**config.mk**
```make
export PLATFORM = sky130hd
export DESIGN_NAME = mem_arbiter
export DESIGN_NICKNAME = d
export VERILOG_FILES = /design/src/rtl/mem_bus_pkg.sv /design/src/rtl/rr_arb2.sv /design/src/rtl/mem_arbiter.sv
export SDC_FILE = /design/constraint.sdc
export NUM_CORES = 1
export LEC_CHECK = 0
export ABC_AREA = 1
export CAP_MARGIN = 20
export CELL_PAD_IN_SITES_DETAIL_PLACEMENT = 1
export CELL_PAD_IN_SITES_GLOBAL_PLACEMENT = 1
export CORE_MARGIN = 2
export CORE_UTILIZATION = 23
export CTS_BUF_LIST = sky130_fd_sc_hd__clkbuf_8
export CTS_CLUSTER_DIAMETER = 40
export DETAILED_ROUTE_END_ITERATION = 7
export HOLD_SLACK_MARGIN = 0.02
export PLACE_DENSITY = 0.75
export SLEW_MARGIN = 25
export SYNTH_ARGS = -nofsm -noshare
export SYNTH_HDL_FRONTEND = slang
export SYNTH_SLANG_ARGS = --single-unit
```
**constraint.sdc**
```tcl
create_clock -name clk -period 1.5 [get_ports clk]
set_input_delay 0.3 -clock clk [delete_from_list [all_inputs] [get_ports clk]]
set_output_delay 0.3 -clock clk [all_outputs]
set_load 0.02 [all_outputs]
```
**src/rtl/mem_bus_pkg.sv**
```systemverilog
// Shared types for the two-master memory arbiter: FSM states, grant owner and op kind.
// Also carries the default bus widths and a small helper for the owner-exclusion mask.
package mem_bus_pkg;

   localparam int unsigned AW_DEF = 16;
   localparam int unsigned DW_DEF = 16;

   typedef enum logic [1:0] {IDLE, ISSUE, RESP} arb_state_t;
   typedef enum logic {GNT_I, GNT_D} gnt_t;
   typedef enum logic {OP_RD, OP_WR} op_t;

   // Bit 0 masks the fetch port, bit 1 masks the data port.
   function automatic logic [1:0] excl_mask(gnt_t g);
      return (g == GNT_I) ? 2'b01 : 2'b10;
   endfunction

endpackage

```
**src/rtl/rr_arb2.sv**
```systemverilog
// Combinational 2-way picker: round-robin against last_gnt, or fixed data priority.
// Requests flagged in excl are ignored so the current owner can be skipped.
module rr_arb2
   import mem_bus_pkg::*;
#(
   parameter bit DPRIO = 1'b0
) (
   input  logic       i_req,
   input  logic       d_req,
   input  gnt_t       last_gnt,
   input  logic [1:0] excl,
   output logic       gnt_valid,
   output gnt_t       gnt
);

   logic ri, rd;

   assign ri = i_req & ~excl[0];
   assign rd = d_req & ~excl[1];
   assign gnt_valid = ri | rd;

   always_comb begin
      gnt = GNT_I;
      if (ri && rd) begin
         if (DPRIO) begin
            gnt = GNT_D;
         end else if (last_gnt == GNT_I) begin
            gnt = GNT_D;
         end else begin
            gnt = GNT_I;
         end
      end else if (rd) begin
         gnt = GNT_D;
      end
   end

endmodule

```
**src/rtl/mem_arbiter.sv**
```systemverilog
// Serialises fetch and load/store requests onto one single-port synchronous memory.
// One op at a time: IDLE -> ISSUE (m_* strobe) -> RESP (completion pulse, data pass-through).
module mem_arbiter
   import mem_bus_pkg::*;
#(
   parameter int unsigned AW    = AW_DEF,
   parameter int unsigned DW    = DW_DEF,
   parameter bit          DPRIO = 1'b0
) (
   input  logic          clk,
   input  logic          rst,
   input  logic [AW-1:0] i_addr,
   input  logic          i_re,
   output logic [DW-1:0] i_rdata,
   output logic          i_rready,
   input  logic [AW-1:0] d_addr,
   input  logic          d_re,
   input  logic          d_we,
   input  logic [DW-1:0] d_wdata,
   output logic [DW-1:0] d_rdata,
   output logic          d_rready,
   output logic          d_wack,
   output logic [AW-1:0] m_raddr,
   output logic          m_re,
   output logic [AW-1:0] m_waddr,
   output logic [DW-1:0] m_wdata,
   output logic          m_we,
   input  logic [DW-1:0] m_rdata
);

   arb_state_t    state_q, state_d;
   gnt_t          gnt_q, last_gnt_q, gnt_nxt;
   op_t           op_q, op_nxt;
   logic          gnt_valid;
   logic          load;
   logic [1:0]    excl;
   logic [AW-1:0] addr_nxt;

   // The owner still holds its request during RESP, so keep it out of the next pick.
   assign excl = (state_q == RESP) ? excl_mask(gnt_q) : 2'b00;

   rr_arb2 #(
      .DPRIO(DPRIO)
   ) u_pick (
      .i_req    (i_re),
      .d_req    (d_re | d_we),
      .last_gnt (last_gnt_q),
      .excl     (excl),
      .gnt_valid(gnt_valid),
      .gnt      (gnt_nxt)
   );

   // Write wins when the data port asks for both; the read is picked up on a later grant.
   always_comb begin
      op_nxt   = OP_RD;
      addr_nxt = i_addr;
      if (gnt_nxt == GNT_D) begin
         addr_nxt = d_addr;
         if (d_we) begin
            op_nxt = OP_WR;
         end
      end
   end

   always_ff @(posedge clk or posedge rst) begin
      if (rst) begin
         state_q <= IDLE;
      end else begin
         state_q <= state_d;
      end
   end

   always_comb begin
      state_d = state_q;
      load    = 1'b0;
      unique case (state_q)
         IDLE: begin
            if (gnt_valid) begin
               state_d = ISSUE;
               load    = 1'b1;
            end
         end
         ISSUE: state_d = RESP;
         RESP: begin
            if (gnt_valid) begin
               state_d = ISSUE;
               load    = 1'b1;
            end else begin
               state_d = IDLE;
            end
         end
         default: state_d = IDLE;
      endcase
   end

   always_ff @(posedge clk or posedge rst) begin
      if (rst) begin
         gnt_q      <= GNT_I;
         last_gnt_q <= GNT_D;
         op_q       <= OP_RD;
         m_re       <= 1'b0;
         m_we       <= 1'b0;
         m_raddr    <= '0;
         m_waddr    <= '0;
         m_wdata    <= '0;
      end else begin
         m_re    <= 1'b0;
         m_we    <= 1'b0;
         m_raddr <= '0;
         m_waddr <= '0;
         m_wdata <= '0;
         if (load) begin
            gnt_q      <= gnt_nxt;
            last_gnt_q <= gnt_nxt;
            op_q       <= op_nxt;
            if (op_nxt == OP_WR) begin
               m_we    <= 1'b1;
               m_waddr <= addr_nxt;
               m_wdata <= d_wdata;
            end else begin
               m_re    <= 1'b1;
               m_raddr <= addr_nxt;
            end
         end
      end
   end

   always_comb begin
      i_rready = 1'b0;
      d_rready = 1'b0;
      d_wack   = 1'b0;
      i_rdata  = '0;
      d_rdata  = '0;
      if (state_q == RESP) begin
         i_rdata = m_rdata;
         d_rdata = m_rdata;
         if (gnt_q == GNT_I) begin
            i_rready = 1'b1;
         end else if (op_q == OP_WR) begin
            d_wack = 1'b1;
         end else begin
            d_rready = 1'b1;
         end
      end
   end

endmodule

```
==> impl_metrics.env, run 1 <==
export IMPL_maxCapViolations=0
export IMPL_gp_congestion=0.727
export IMPL_die_area_mm2=0.0112
export IMPL_cp_data_required_time_ps=1200
export IMPL_slew_headroom_pct=78.8
export IMPL_synthTopCellsByArea="dfrtp_1 (57%), inv_1 (11%), nor2_1 (11%)"
export IMPL_cts_sinks=55
export IMPL_seqCellArea_mm2=0.00138
export IMPL_min_path_type="in -> async"
export IMPL_rsz0062_at_grt="yes"
export IMPL_setup_viol=70
export IMPL_drt_initial_drc_count=37
export IMPL_synth_distinct_cells=16
export IMPL_die_w_um=106
export IMPL_violations="negative setup slack"
export IMPL_p_clk_share_pct=14.1
export IMPL_drc_errors=0
export IMPL_switchingPower_w=0.00294
export IMPL_crit_path_max_fanout=8
export IMPL_num_vias=2366
export IMPL_routedWlPerCell_um=15.0
export IMPL_firstDrtPassIters=4
export IMPL_grt_pass1_vias=2582
export IMPL_final_cell_count_no_fill=583
export IMPL_p_per_area_mw_per_mm2=1540
export IMPL_p_leak_nw=2.56
export IMPL_pwr_share_seq_pct=28.7
export IMPL_wl_mm=8.77
export IMPL_cp_end_kind="primary output"
export IMPL_hold_viol=0
export IMPL_place_inst=571
export IMPL_cts_tree="done"
export IMPL_grt_antenna_before_repair=0
export IMPL_synth_area_mm2=0.00239
export IMPL_yosysTopAreaCell="dfrtp_1"
export IMPL_clockBufferDepth=2
export IMPL_n_fill_cell=1182
export IMPL_intPower_w=0.00417
export IMPL_overflow=0
export IMPL_setup_ws_ps=-108
export IMPL_status="complete, but fails checks"
export IMPL_io_buffers=153
export IMPL_min_period_over_period_pct=107
export IMPL_finish_utilization_pct=45.3
export IMPL_clock_latency_ps=300
export IMPL_synth_seq_area_share_pct=57.6
export IMPL_slew_violations=0
export IMPL_die_h_um=106
export IMPL_synth_top_area_share_pct=56.5
export IMPL_crit_type="reg -> out"
export IMPL_skew_ps=4.05
export IMPL_ir_worst_vdd_mv=0.579
export IMPL_initial_utilization_pct=23.5
export IMPL_synth_seq_cells=55
export IMPL_start_kind="flip-flop"
export IMPL_worst_pin_slew_ps=318
export IMPL_grtUsageTotal_pct=15.1
export IMPL_swShare_pct=41.3
export IMPL_antennaDiodeCount=0
export IMPL_max_freq_mhz=622
export IMPL_avgSynthCellArea_um2=8.33
export IMPL_nets=515
export IMPL_multi_input_area_um2=816
export IMPL_cts_root_buf="clkbuf_8"
export IMPL_cts_buffers=5
export IMPL_path_clk_slew_ps=100
export IMPL_fin_crit_ps=1610
export IMPL_drtAntennaViolNets=0
export IMPL_avgViaCountPerCell=4.06
export IMPL_yosysWarningCount=0
export IMPL_grt_pass1_wl_mm=13.2
export IMPL_cts_htree_levels=2
export IMPL_crit_arrival_ps=1310
export IMPL_area_growth_pct=93.2
export IMPL_synth_cells=287
export IMPL_synth_fp_nets=356
export IMPL_dp_hpwl_mm=6.39
export IMPL_rows=37
export IMPL_grt_max_degree=31
export IMPL_core_area_mm2=0.0102
export IMPL_drive_gt1_share_pct=26.2
export IMPL_p_comb_share_pct=57.2
export IMPL_ios=154
-- worst paths after layout --
path                            slack [ps]     endpoint         from  cells past startpoint
worst max register to register         -50   m_waddr[1]   state_q[0]                     10
worst min register to register         510   last_gnt_q   last_gnt_q                      2
min in group clk                       500  m_wdata[15]  d_wdata[15]                      3
worst min-delay path                   380  m_wdata[10]          rst                      3
worst max-delay path                  -110   i_rdata[8]   state_q[0]                      5
max in group asynchronous              800   m_waddr[7]          rst                      3
-- logic make-up (layout without fill, tap and decap cells) --
| group | count (synthesis) | in the layout | share of synthesized area (%) |
|---|---|---|---|
| compound gates | 4 | 4 | 0.995 |
| buf+inv | 101 | 261 | 19.3 |
| simple gates | 127 | 127 | 22.0 |
| flops | 55 | 55 | 57.6 |
-- cells in the mapped netlist, drive strengths merged --
master	n
a21oi	1
buf	25
clkbuf	1
dfrtp	54
dfstp	1
inv	75
nand2	38
nand3	21
nand4	1
nor2	67
o21ai	3
-- state kept, by name, summed over array words and instances (netlist names), 2 cells and up --
| register | flops |
|---|---|
| state_q | 2 |
| m_wdata | 16 |
| m_raddr | 16 |
| m_waddr | 16 |
-- stage by stage --
| stage | power (W) | setup TNS [ps] | hold slack (ps) | area, µm² | setup WS (ps) |
|---|---|---|---|---|---|
| floorplan | 0.00383 | -625 | 374 | 2430 | -69.4 |
| global route | 0.00752 | -9810 | 400 | 4620 | -169 |
| detailed placement | 0.00568 | -21280 | 483 | 4180 | -426 |
| finish | 0.00711 | -3810 | 376 | 4620 | -108 |
| global placement | 0.00558 | -18540 | 472 | 4180 | -351 |
| CTS | 0.00683 | -2610 | 375 | 4450 | -90.7 |
-- per-layer routing --
| metal | vias up | share of wire [%] | GRT usage [%] |
|---|---|---|---|
| met3 | 14 | 4.7 | 3.62 |
| met4 | 0 | 2.2 | 3.48 |
| met5 | - | 0 | 0 |
| li1 | 1116 | - | - |
| met1 | 1158 | 38 | 16.3 |
| met2 | 78 | 55 | 29.4 |
-- power groups by stage --
stage | combinational, W | clock (W) | sequential (W)
3_5_place_dp | 0.00362 | 0 | 0.00206
2_1_floorplan | 0.00132 | 0 | 0.00250
4_1_cts | 0.00376 | 0.00104 | 0.00203
6_report | 0.00407 | 0.00100 | 0.00204
5_1_grt | 0.00434 | 0.00109 | 0.00209
3_3_place_gp | 0.00353 | 0 | 0.00205
-- layout by cell type, fill, tap and decap left out, drive strengths merged --
cell           instances
a21oi                  1
buf                   58
bufinv                 1
clkbuf                 7
clkdlybuf4s50         68
clkinvlp               2
dfrtp                 54
dfstp                  1
dlygate4sd2           50
inv                   75
nand2                 38
nand3                 21
nand4                  1
nor2                  67
o21ai                  3
-- area by class of cell --
cell class              count  share of cell area (%)
repair buffers            178                    40.0
flip-flops and latches     55                    29.8
multi-input cells         131                    17.7
inverters                  75                    6.34
well taps                 136                    3.69
clock buffers               5                    1.49
clock inverters             3                    1.00
-- critical path, stage by stage, from the launching register on --
cell and delay [ps]:
dfrtp_1 410, inv_2 80, nand2_4 70, buf_16 170, nor2_4 130, buf_6 140
-- timing repair --
item | CTS | global route
pin swaps | 0 | 3
setup buffers | 1 | 0
hold buffers | 0 | 0
gates resized for setup | 292 | 34
cloned | 1 | 2
endpoints found under the setup margin | 138 | 87
Power figures use the tool's default switching activity.
==> inputs of run 2 (changes only) <==
- REMOVE_ABC_BUFFERS: default -> 1
==> impl_metrics.env, run 2 (same netlist as run 1, synthesis figures left out) <==
export IMPL_status="complete, but fails checks"
export IMPL_violations="negative setup slack"
export IMPL_fin_crit_ps=1590
export IMPL_highest_layer="met4"
export IMPL_p_clk_share_pct=12.9
export IMPL_crit_arrival_ps=1290
export IMPL_intPower_w=0.00385
export IMPL_whs_ps=360
export IMPL_grt_antenna_before_repair=0
export IMPL_wl_met2_mm=4.70
export IMPL_antennaDiodeCount=0
export IMPL_maxCapViolations=0
export IMPL_area_growth_pct=84.5
export IMPL_final_cell_mix="inv_1 (72), clkdlybuf4s50_1 (68), dfrtp_1 (54), dlygate4sd2_1 (50), nor2_1 (45)"
export IMPL_top_regs="m_raddr x16, m_waddr x16, m_wdata x16"
export IMPL_dp_hpwl_mm=6.21
export IMPL_worst_pin_slew_ps=299
export IMPL_initial_utilization_pct=23.5
export IMPL_rows=37
export IMPL_crit_type="reg -> out"
export IMPL_drt_initial_drc_count=54
export IMPL_nets=514
export IMPL_setup_ws_ps=-94.0
export IMPL_start_kind="flip-flop"
export IMPL_cp_data_required_time_ps=1200
export IMPL_cts_tree="done"
export IMPL_hold_viol=0
export IMPL_final_cell_count_no_fill=582
export IMPL_swShare_pct=42.1
export IMPL_cts_buffers=5
export IMPL_routedWlPerCell_um=14.3
export IMPL_p_per_area_mw_per_mm2=1510
export IMPL_drtAntennaViolNets=0
export IMPL_cts_htree_levels=2
export IMPL_overflow=0
export IMPL_postLayoutCellArea_mm2=0.00441
export IMPL_slew_violations=0
export IMPL_path_cells="inv_2 > nand2_2 > buf_12 > nor2_4 > buf_4"
export IMPL_place_inst=569
export IMPL_cts_root_buf="clkbuf_8"
export IMPL_cts_sinks=55
export IMPL_drive_gt1_share_pct=23.5
export IMPL_crit_path_max_fanout=16
export IMPL_min_path_type="in -> async"
export IMPL_gp_congestion=0.726
export IMPL_pwr_share_seq_pct=30.4
export IMPL_m1WireLength_mm=3.16
export IMPL_die_w_um=106
export IMPL_ios=154
export IMPL_setup_viol=71
export IMPL_firstDrtPassIters=2
export IMPL_max_freq_mhz=627
export IMPL_min_period_over_period_pct=106
export IMPL_path_clk_slew_ps=100
export IMPL_grt_max_degree=56
export IMPL_skew_ps=5.21
export IMPL_drc_errors=0
export IMPL_grt_pass1_wl_mm=12.4
export IMPL_avgViaCountPerCell=3.88
export IMPL_met3_length_um=354
export IMPL_critPathBufInv=3
export IMPL_die_area_mm2=0.0112
export IMPL_critPathSlowestCell="dfrtp_1"
export IMPL_die_h_um=106
export IMPL_rsz0062_at_grt="yes"
export IMPL_slowest_delay_ps=400
export IMPL_dp_slack_ps=-431
export IMPL_io_buffers=153
export IMPL_wl_mm=8.29
export IMPL_placed_area_mm2=0.00413
export IMPL_core_area_mm2=0.0102
export IMPL_grt_pass1_vias=2479
export IMPL_critPathTopFamily="flip-flops"
export IMPL_ir_worst_vdd_mv=0.451
export IMPL_switchingPower_w=0.00279
export IMPL_cp_end_kind="primary output"
export IMPL_p_comb_share_pct=56.7
export IMPL_holdBufCountCts=0
export IMPL_slew_headroom_pct=80.1
export IMPL_clock_latency_ps=310
export IMPL_mostFrequentLayoutCell="inv_1"
export IMPL_num_vias=2260
export IMPL_clockBufferDepth=2
export IMPL_grtUsageTotal_pct=14.2
export IMPL_p_leak_nw=2.52
## run 2: per-stage QoR
step	power, W	setup TNS (ps)	utilization [%]
6_report	0.00664	-3180	43.3
5_1_grt	0.00705	-9260	43.3
4_1_cts	0.00639	-2260	41.3
3_5_place_dp	0.00566	-19950	40.5
3_3_place_gp	0.00555	-17100	40.5
2_1_floorplan	0.00356	-25250	-
## run 2: worst paths after layout
kind                            slack, ps     endpoint  cells after the start       start
worst max-delay path                  -90   d_rdata[3]                      5  state_q[0]
worst min-delay path                  360   m_wdata[7]                      3         rst
worst max register to register        -40  m_waddr[13]                      9  state_q[0]
worst min register to register        520   last_gnt_q                      2  last_gnt_q
max in group asynchronous             820   last_gnt_q                      3         rst
min in group clk                      490   m_wdata[4]                      3  d_wdata[4]
## run 2: final cells by class
type / instances / area (µm²)
multi-input cells: 131 / 737
clock buffers: 5 / 68.8
well taps: 136 / 170
fillers: 1216 / 5780
flip-flops and latches: 55 / 1380
inverters: 75 / 289
repair buffers: 177 / 1740
clock inverters: 3 / 27.5
## run 2: worst register-to-register path, stage by stage, from the launching register on
cell	delay (ps)
dfrtp_1	400
inv_2	70
buf_4	170
nand3_4	80
buf_4	150
nand2_4	100
inv_8	50
nand4_4	160
buf_6	190
nor2_1	70
## run 2: timing repair
action	4_1_cts	5_1_grt
endpoints found under the setup margin	118	87
pin swaps	1	1
buffers inserted	1	1
cloned	0	3
gates resized for setup	260	29
## run 2: power by group through the flow
stage          logic, W  clock network (W)  registers (W)
2_1_floorplan   0.00106                  0        0.00250
3_3_place_gp    0.00351                  0        0.00204
3_5_place_dp    0.00359                  0        0.00207
4_1_cts         0.00346           0.000901        0.00202
5_1_grt         0.00404           0.000950        0.00206
6_report        0.00376           0.000857        0.00202
## run 2: layer usage
metal	vias up	track usage [%]
met5	-	0
met4	0	3.48
met3	5	3.13
met2	64	28.7
met1	1083	14.6
li1	1108	-
==> inputs of run 3 (changes only) <==
- CORE_UTILIZATION: 23 -> 22
- CTS_BUF_LIST: sky130_fd_sc_hd__clkbuf_8 -> default
- PLACE_DENSITY: 0.75 -> 0.72
- SLEW_MARGIN: 25 -> 0
==> impl_metrics.env, run 3 (same netlist as run 1, synthesis figures left out) <==
export IMPL_endpoint="d_rdata[11]"
export IMPL_initial_utilization_pct=22.3
export IMPL_r2r_start="state_q[0]"
export IMPL_max_freq_mhz=618
export IMPL_status="complete, but fails checks"
export IMPL_reg2reg_to="m_waddr[12]"
export IMPL_m1WireLength_mm=3.22
export IMPL_gp_congestion=0.748
export IMPL_path_clk_slew_ps=100
export IMPL_routedWlPerCell_um=13.7
export IMPL_crit_path_max_fanout=16
export IMPL_core_area_mm2=0.0107
export IMPL_die_w_um=108
export IMPL_fin_crit_ps=1620
export IMPL_dp_hpwl_mm=6.07
export IMPL_io_buffers=153
export IMPL_hold_viol=0
export IMPL_slew_headroom_pct=79.9
export IMPL_worst_pin_slew_ps=302
export IMPL_overflow=0
export IMPL_min_path_type="in -> async"
export IMPL_die_area_mm2=0.0117
export IMPL_mostFrequentLayoutCell="inv_1"
export IMPL_drc_errors=0
export IMPL_maxCapViolations=0
export IMPL_met3_length_um=424
export IMPL_r2r_slack_ps=-20
export IMPL_die_h_um=108
export IMPL_slew_violations=0
export IMPL_cts_htree_levels=2
export IMPL_rsz0062_at_grt="yes"
export IMPL_setup_viol=54
export IMPL_cts_root_buf="clkbuf_8"
export IMPL_start_kind="flip-flop"
export IMPL_final_cell_mix="inv_1 (72), clkdlybuf4s50_1 (68), dfrtp_1 (54), dlygate4sd2_1 (50), nor2_1 (48)"
export IMPL_postLayoutCellArea_mm2=0.00426
export IMPL_finish_utilization_pct=39.8
export IMPL_wl_mm=7.96
export IMPL_cts_tree="done"
export IMPL_grt_pass1_wl_mm=12.3
export IMPL_cts_buffers=5
export IMPL_setup_ws_ps=-118
export IMPL_area_growth_pct=78.4
export IMPL_cp_data_required_time_ps=1200
export IMPL_reg2reg_depth=11
export IMPL_grt_antenna_before_repair=0
export IMPL_ir_worst_vdd_mv=0.469
export IMPL_grt_max_degree=56
export IMPL_crit_start="state_q[0]"
export IMPL_nets=510
export IMPL_placed_area_mm2=0.00412
export IMPL_p_per_area_mw_per_mm2=1490
export IMPL_crit_type="reg -> out"
export IMPL_crit_arrival_ps=1320
export IMPL_grt_pass1_vias=2396
export IMPL_clock_latency_ps=300
export IMPL_min_period_over_period_pct=108
export IMPL_cts_sinks=55
export IMPL_p_leak_nw=2.47
export IMPL_drt_initial_drc_count=49
export IMPL_firstDrtPassIters=4
export IMPL_ios=154
export IMPL_drtAntennaViolNets=0
export IMPL_drive_gt1_share_pct=21.3
export IMPL_num_vias=2268
export IMPL_grtUsageTotal_pct=13.6
export IMPL_wl_met2_mm=4.20
export IMPL_skew_ps=6.56
export IMPL_rows=38
export IMPL_avgViaCountPerCell=3.90
export IMPL_top_regs="m_raddr x16, m_waddr x16, m_wdata x16"
export IMPL_violations="negative setup slack"
export IMPL_clockBufferDepth=2
export IMPL_cp_end_kind="primary output"
export IMPL_highest_layer="met4"
export IMPL_antennaDiodeCount=0
export IMPL_holdBufCountCts=0
run 3: layout make-up:
type                    count  area, µm²
fillers                  1288       6430
repair buffers            173       1650
flip-flops and latches     55       1380
multi-input cells         131        682
inverters                  75        284
well taps                 140        175
clock buffers               7       86.3
clock inverters             1       8.76
run 3: layer usage:
layer	up-vias	global-route usage, %
met5	-	0
met4	0	3.48
met3	8	2.41
met2	74	26.1
met1	1085	15.5
li1	1101	-
run 3: stage by stage:
step | power (W) | hold slack, ps | setup WS (ps) | std cells | TNS (ps)
2_1_floorplan | 0.00356 | 406 | -331 | 261 | -25250
3_3_place_gp | 0.00552 | 478 | -375 | 573 | -20130
3_5_place_dp | 0.00562 | 493 | -420 | 573 | -22090
4_1_cts | 0.00639 | 371 | -114 | 581 | -4100
5_1_grt | 0.00681 | 386 | -160 | 582 | -9300
6_report | 0.00637 | 360 | -118 | 582 | -3210
run 3: how the worst min path moves through the flow:
stage | cells past startpoint | start | slack (ps) | end
2_1_floorplan | 2 | d_wdata[0] | 410 | m_wdata[0]
3_3_place_gp | 2 | last_gnt_q | 480 | last_gnt_q
3_5_place_dp | 2 | last_gnt_q | 490 | last_gnt_q
4_1_cts | 3 | rst | 370 | m_waddr[9]
5_1_grt | 3 | rst | 390 | m_wdata[9]
6_report | 3 | rst | 360 | m_wdata[8]
run 3: power by group:
group | internal (W) | switching, W
logic | 0.00145 | 0.00204
clock network | 0.000380 | 0.000477
registers | 0.00189 | 0.000137
total | 0.00372 | 0.00265
run 3: timing repair:
action,CTS,global route
pin swaps,0,1
gates resized for setup,261,14
setup buffers,0,1
setup endpoints to repair,136,88
run 3: worst max-delay path, cell delays in order (launching register included):
cell     delay (ps)
dfrtp_1         410
inv_2            60
nand2_1          80
buf_12          180
nor2_2          120
buf_4           160
